==> src/rtl/fixed_mac_pipe.sv <==
// Signed fixed-point multiply-accumulate with a 2-stage valid/ready pipeline.
// S1 holds the raw full-width product; S2 accumulates, rounds and saturates to W/F.
module fixed_mac_pipe #(
  parameter int W     = 8,
  parameter int F     = 6,
  parameter int ACC_W = 20
) (
  input  logic                clk,
  input  logic                rst_n,
  input  logic                in_valid,
  output logic                in_ready,
  input  logic signed [W-1:0] a,
  input  logic signed [W-1:0] b,
  input  logic                acc_en,
  input  logic                clr,
  output logic                out_valid,
  input  logic                out_ready,
  output logic signed [W-1:0] out,
  output logic                sat,
  output logic                acc_ovf
);

  localparam logic signed [ACC_W-1:0] ACC_MAX  = {1'b0, {(ACC_W-1){1'b1}}};
  localparam logic signed [ACC_W-1:0] ACC_MIN  = {1'b1, {(ACC_W-1){1'b0}}};
  localparam logic signed [W-1:0]     OUT_MAX  = {1'b0, {(W-1){1'b1}}};
  localparam logic signed [W-1:0]     OUT_MIN  = {1'b1, {(W-1){1'b0}}};
  localparam logic signed [ACC_W:0]   RND_HALF = (ACC_W+1)'(2 ** (F-1));

  logic                      advance;

  logic                      s1_valid_reg;
  logic signed [2*W-1:0]     prod_reg;
  logic                      acc_en_reg;
  logic                      clr_reg;

  logic signed [ACC_W-1:0]   acc_reg;
  logic                      out_valid_reg;
  logic signed [W-1:0]       out_reg;
  logic                      sat_reg;
  logic                      acc_ovf_reg;

  logic signed [2*W-1:0]     prod_next;
  logic signed [ACC_W-1:0]   prod_ext;
  logic signed [ACC_W:0]     sum_wide;
  logic                      sum_clip;
  logic signed [ACC_W-1:0]   acc_next;
  logic                      acc_ovf_next;
  logic signed [ACC_W:0]     rnd_wide;
  logic signed [ACC_W:0]     shifted;
  logic                      in_range;
  logic signed [W-1:0]       out_next;
  logic                      sat_next;

  // Whole pipeline moves as one; an unconsumed result freezes everything.
  assign advance  = !out_valid_reg || out_ready;
  assign in_ready = advance;

  assign prod_next = (2*W)'(a) * (2*W)'(b);
  assign prod_ext  = ACC_W'(prod_reg);

  // One extra bit lets the sign disagreement reveal an accumulator overflow.
  assign sum_wide = (ACC_W+1)'(acc_reg) + (ACC_W+1)'(prod_ext);
  assign sum_clip = sum_wide[ACC_W] != sum_wide[ACC_W-1];

  always_comb begin
    acc_next     = prod_ext;
    acc_ovf_next = 1'b0;
    if (!clr_reg && acc_en_reg) begin
      if (sum_clip) begin
        acc_next     = sum_wide[ACC_W] ? ACC_MIN : ACC_MAX;
        acc_ovf_next = 1'b1;
      end else begin
        acc_next     = sum_wide[ACC_W-1:0];
        acc_ovf_next = acc_ovf_reg;
      end
    end
  end

  // Round half up at ACC_W+1 bits so the +half can never wrap a full-scale value.
  assign rnd_wide = (ACC_W+1)'(acc_next) + RND_HALF;
  assign shifted  = rnd_wide >>> F;
  assign in_range = (&shifted[ACC_W:W-1]) | ~(|shifted[ACC_W:W-1]);
  assign out_next = in_range ? shifted[W-1:0] : (shifted[ACC_W] ? OUT_MIN : OUT_MAX);
  assign sat_next = ~in_range;

  always_ff @(posedge clk or negedge rst_n) begin
    if (!rst_n) begin
      s1_valid_reg  <= 1'b0;
      prod_reg      <= '0;
      acc_en_reg    <= 1'b0;
      clr_reg       <= 1'b0;
      acc_reg       <= '0;
      out_valid_reg <= 1'b0;
      out_reg       <= '0;
      sat_reg       <= 1'b0;
      acc_ovf_reg   <= 1'b0;
    end else if (advance) begin
      s1_valid_reg  <= in_valid;
      prod_reg      <= prod_next;
      acc_en_reg    <= acc_en;
      clr_reg       <= clr;
      out_valid_reg <= s1_valid_reg;
      if (s1_valid_reg) begin
        acc_reg     <= acc_next;
        out_reg     <= out_next;
        sat_reg     <= sat_next;
        acc_ovf_reg <= acc_ovf_next;
      end
    end
  end

  assign out_valid = out_valid_reg;
  assign out       = out_reg;
  assign sat       = sat_reg;
  assign acc_ovf   = acc_ovf_reg;

endmodule

==> config.mk <==
export PLATFORM = sky130hd
export DESIGN_NAME = fixed_mac_pipe
export DESIGN_NICKNAME = d
export VERILOG_FILES = /design/src/rtl/fixed_mac_pipe.sv
export SDC_FILE = /design/constraint.sdc
export NUM_CORES = 1
export LEC_CHECK = 0
export CAP_MARGIN = 30
export CELL_PAD_IN_SITES_DETAIL_PLACEMENT = 0
export CELL_PAD_IN_SITES_GLOBAL_PLACEMENT = 1
export CORE_AREA = 2 2 119 121
export CTS_CLUSTER_SIZE = 10
export DETAILED_ROUTE_END_ITERATION = 10
export DIE_AREA = 0 0 121 123
export HOLD_SLACK_MARGIN = 0.03
export PLACE_DENSITY = 0.9
export RECOVER_POWER = 50
export SKIP_LAST_GASP = 1
export SLEW_MARGIN = 20
export SYNTH_ARGS = -nofsm -noshare
export SYNTH_HDL_FRONTEND = slang
export SYNTH_SLANG_ARGS = --single-unit
==> constraint.sdc <==
create_clock -name clk -period 6.8 [get_ports clk]
set_clock_uncertainty 0.05 [all_clocks]
set_input_delay 1.36 -clock clk [delete_from_list [all_inputs] [get_ports clk]]
set_output_delay 1.36 -clock clk [all_outputs]
set_load 0.01 [all_outputs]
==> run_results.csv <==
group,metric,value,unit
final_layout,n_antenna_cell,0,
final_layout,area_growth,10.8,%
global_routing,overflow,0,
detailed_routing,routedWlPerCell,15.3,um
yosys,syn_inst,763,
setup_path,cp-end-kind,"flip-flop",
placement,dp_cells,960,
timing,fin_tns_setup,0,ns
final_layout,nets,916,
clock_tree,worstSkewPairLatency,0.30,ns
timing,max_freq,0.163,GHz
timing,setup_violations,0,
final_layout,final_cells,968,
yosys,async_flop_share,100,%
final_layout,drive_gt1_share,4.95,%
setup_path,r2r_cells,21,
global_routing,first_global_vias,5475,
die,start_util,46.0,%
timing,tightest_slew,2.75,ns
placement,place_congestion,0.936,
detailed_routing,vias_per_cell,5.53,
clock_tree,cts_buffer_depth,2,
setup_path,worstSetupPathType,"in -> reg",
yosys,synth_top_cell_by_area,"dfrtp_1",
final_layout,largest_register_ffs,20,
global_routing,grt_start_max_net_pins,51,
yosys,ys_seq_area_share,20.0,%
status,outcome,"finished with violations",
yosys,synth_edf_count,0,
hold_path,min_path_cells,1,
final_layout,fillers,1298,
yosys,syn-cell-area,6260,um2
die,fp.dieW,121,um
timing,hold_viol,0,
global_routing,antenna_found_initial,0,
yosys,synth-seq-cells,50,
clock_tree,numCtsBuffers,5,
clock_tree,cts.sinks,50,
placement,detailedPlacementHpwl,12000,um
clock_tree,clk_pin_slew,0.07,ns
yosys,synthFlopType,"dfrtp_1",
yosys,avgSynthCellArea,8.21,um2
detailed_routing,vias,5352,
yosys,synthTopCellsByCount,"nand2_1, inv_1, nor2_1",
timing,slew_headroom,-83.3,%
detailed_routing,drc_errors,0,
timing,rsz0062_at_grt,"false",
clock_tree,cts_tree,"built",
clock_tree,cts_resized,0,
clock_tree,postCtsSetupBuffers,0,
clock_tree,cts_root_buf,"clkbuf_16",
die,pin_count,34,
final_layout,fin_util,51.0,%
die,die_h,123,um
clock_tree,cts.htree.levels,2,
timing,post-route-period-util,90.4,%
die,dieArea,14900,um2
detailed_routing,drtPass1Iterations,5,
yosys,yosysTopAreaCellShare,20.0,%
placement,port_buffers,33,
setup_path,path_max_fanout,8,
setup_path,worstPathArrival,6.28,ns
yosys,yosys-top-cells-area,"dfrtp_1, fa_1, ha_1",
status,violations,"max-capacitance violations, max-slew violations",
die,core,13600,um2
yosys,synth.distinct_cells,66,
hold_path,hold_class,"reg -> reg",
placement,placed_cell_area,6780,um2
timing,min_period,6.15,ns
detailed_routing,antenna_left,0,
yosys,syn_nets,892,
detailed_routing,drt_iter0_markers,369,
setup_path,worstPathRequired,6.93,ns
setup_path,start_kind,"primary input",
die,row_count,43,
final_layout,seqCellArea,1250,um2
final_layout,multi_input_area,4610,um2
yosys,yosysWarnings,0,
global_routing,grt_pass1_wl,25400,um
final_layout,final_area,6940,um2
run,maxCapViolations,1,
global_routing,grt_usage,21.0,%
yosys,synthMostInstantiatedCell,"nand2_1",
clock_tree,cts_hold_buf,0,
detailed_routing,wl,14800,um
timing,slew_violations,51,
## through the flow
step	hold slack (ns)	worst slack, ns
2_1_floorplan	0.400	1.26
3_3_place_gp	0.414	0.435
3_5_place_dp	0.419	0.341
5_1_grt	0.445	0.290
6_report	0.431	0.651
4_1_cts	0.438	0.662
## cells in the final DEF, fill, tap and decap left out, drive strengths merged, types with 6 or more instances in the layout
cell,count
a211oi,6
a21o,8
a21oi,48
a31oi,7
and2,45
buf,8
clkbuf,7
clkdlybuf4s50,26
dfrtp,50
dlygate4sd3,6
fa,56
ha,51
inv,80
nand2,118
nand2b,13
nand3,8
nor2,62
nor2b,9
nor3,14
o211ai,8
o21a,6
o21ai,44
o22ai,9
or3,6
xnor2,17
xor2,14
## critical path: stages
cell             delay, ns
clkdlybuf4s50_1       0.55
and2_1                0.25
fa_1                  0.42
inv_1                 0.09
fa_1                  0.40
fa_1                  0.47
fa_1                  0.54
inv_1                 0.04
ha_1                  0.32
a21oi_1               0.20
o21ai_0               0.09
and2_1                0.16
o21ai_0               0.21
nand2_1               0.08
a21oi_1               0.21
nor2b_1               0.08
o21a_1                0.19
o41ai_1               0.36
xnor2_1               0.16
o21ai_0               0.08
## layer usage
| metal | up-vias | part of all wire, % | GRT usage [%] |
|---|---|---|---|
| met5 | - | 0 | 0 |
| met1 | 2619 | 45 | 26.7 |
| met3 | 20 | 2.9 | 1.61 |
| li1 | 2602 | - | - |
| met2 | 111 | 50 | 38.4 |
| met4 | 0 | 2.0 | 5.67 |
## layout make-up
class                   instances  area share (%)
multi-input cells             607            66.4
flip-flops and latches         50            18.0
repair buffers                 41            5.50
inverters                      82            4.44
well taps                     180            3.25
clock buffers                   6            1.86
clock inverters                 2           0.541
## cells by family (layout without fill, tap and decap cells)
kind of cell	Yosys count	after routing	share of synthesized area [%]
simple gates	299	299	22.8
compound gates	161	161	16.8
fa+ha+maj	107	107	28.1
buf+inv	106	131	6.47
flops	50	50	20.0
xor+xnor	31	31	4.33
mux	9	9	1.58
## worst paths after layout
check,start,to,slack (ns)
max in group asynchronous,rst_n,acc_reg[2]$_DFFE_PN0P_,3.16
min reg2reg,out[7]$_DFFE_PN0P_,out[7]$_DFFE_PN0P_,0.43
max reg2reg,prod_reg[0]$_DFFE_PN0N_,sat$_DFFE_PN0P_,0.86
max,a[1],prod_reg[15]$_DFFE_PN0N_,0.65
min,out[7]$_DFFE_PN0P_,out[7]$_DFFE_PN0P_,0.43
min in group asynchronous,rst_n,acc_reg[16]$_DFFE_PN0P_,1.97
Power is not shown: default switching activity piles up to over one toggle a cycle in this logic, so the estimate is an artifact.
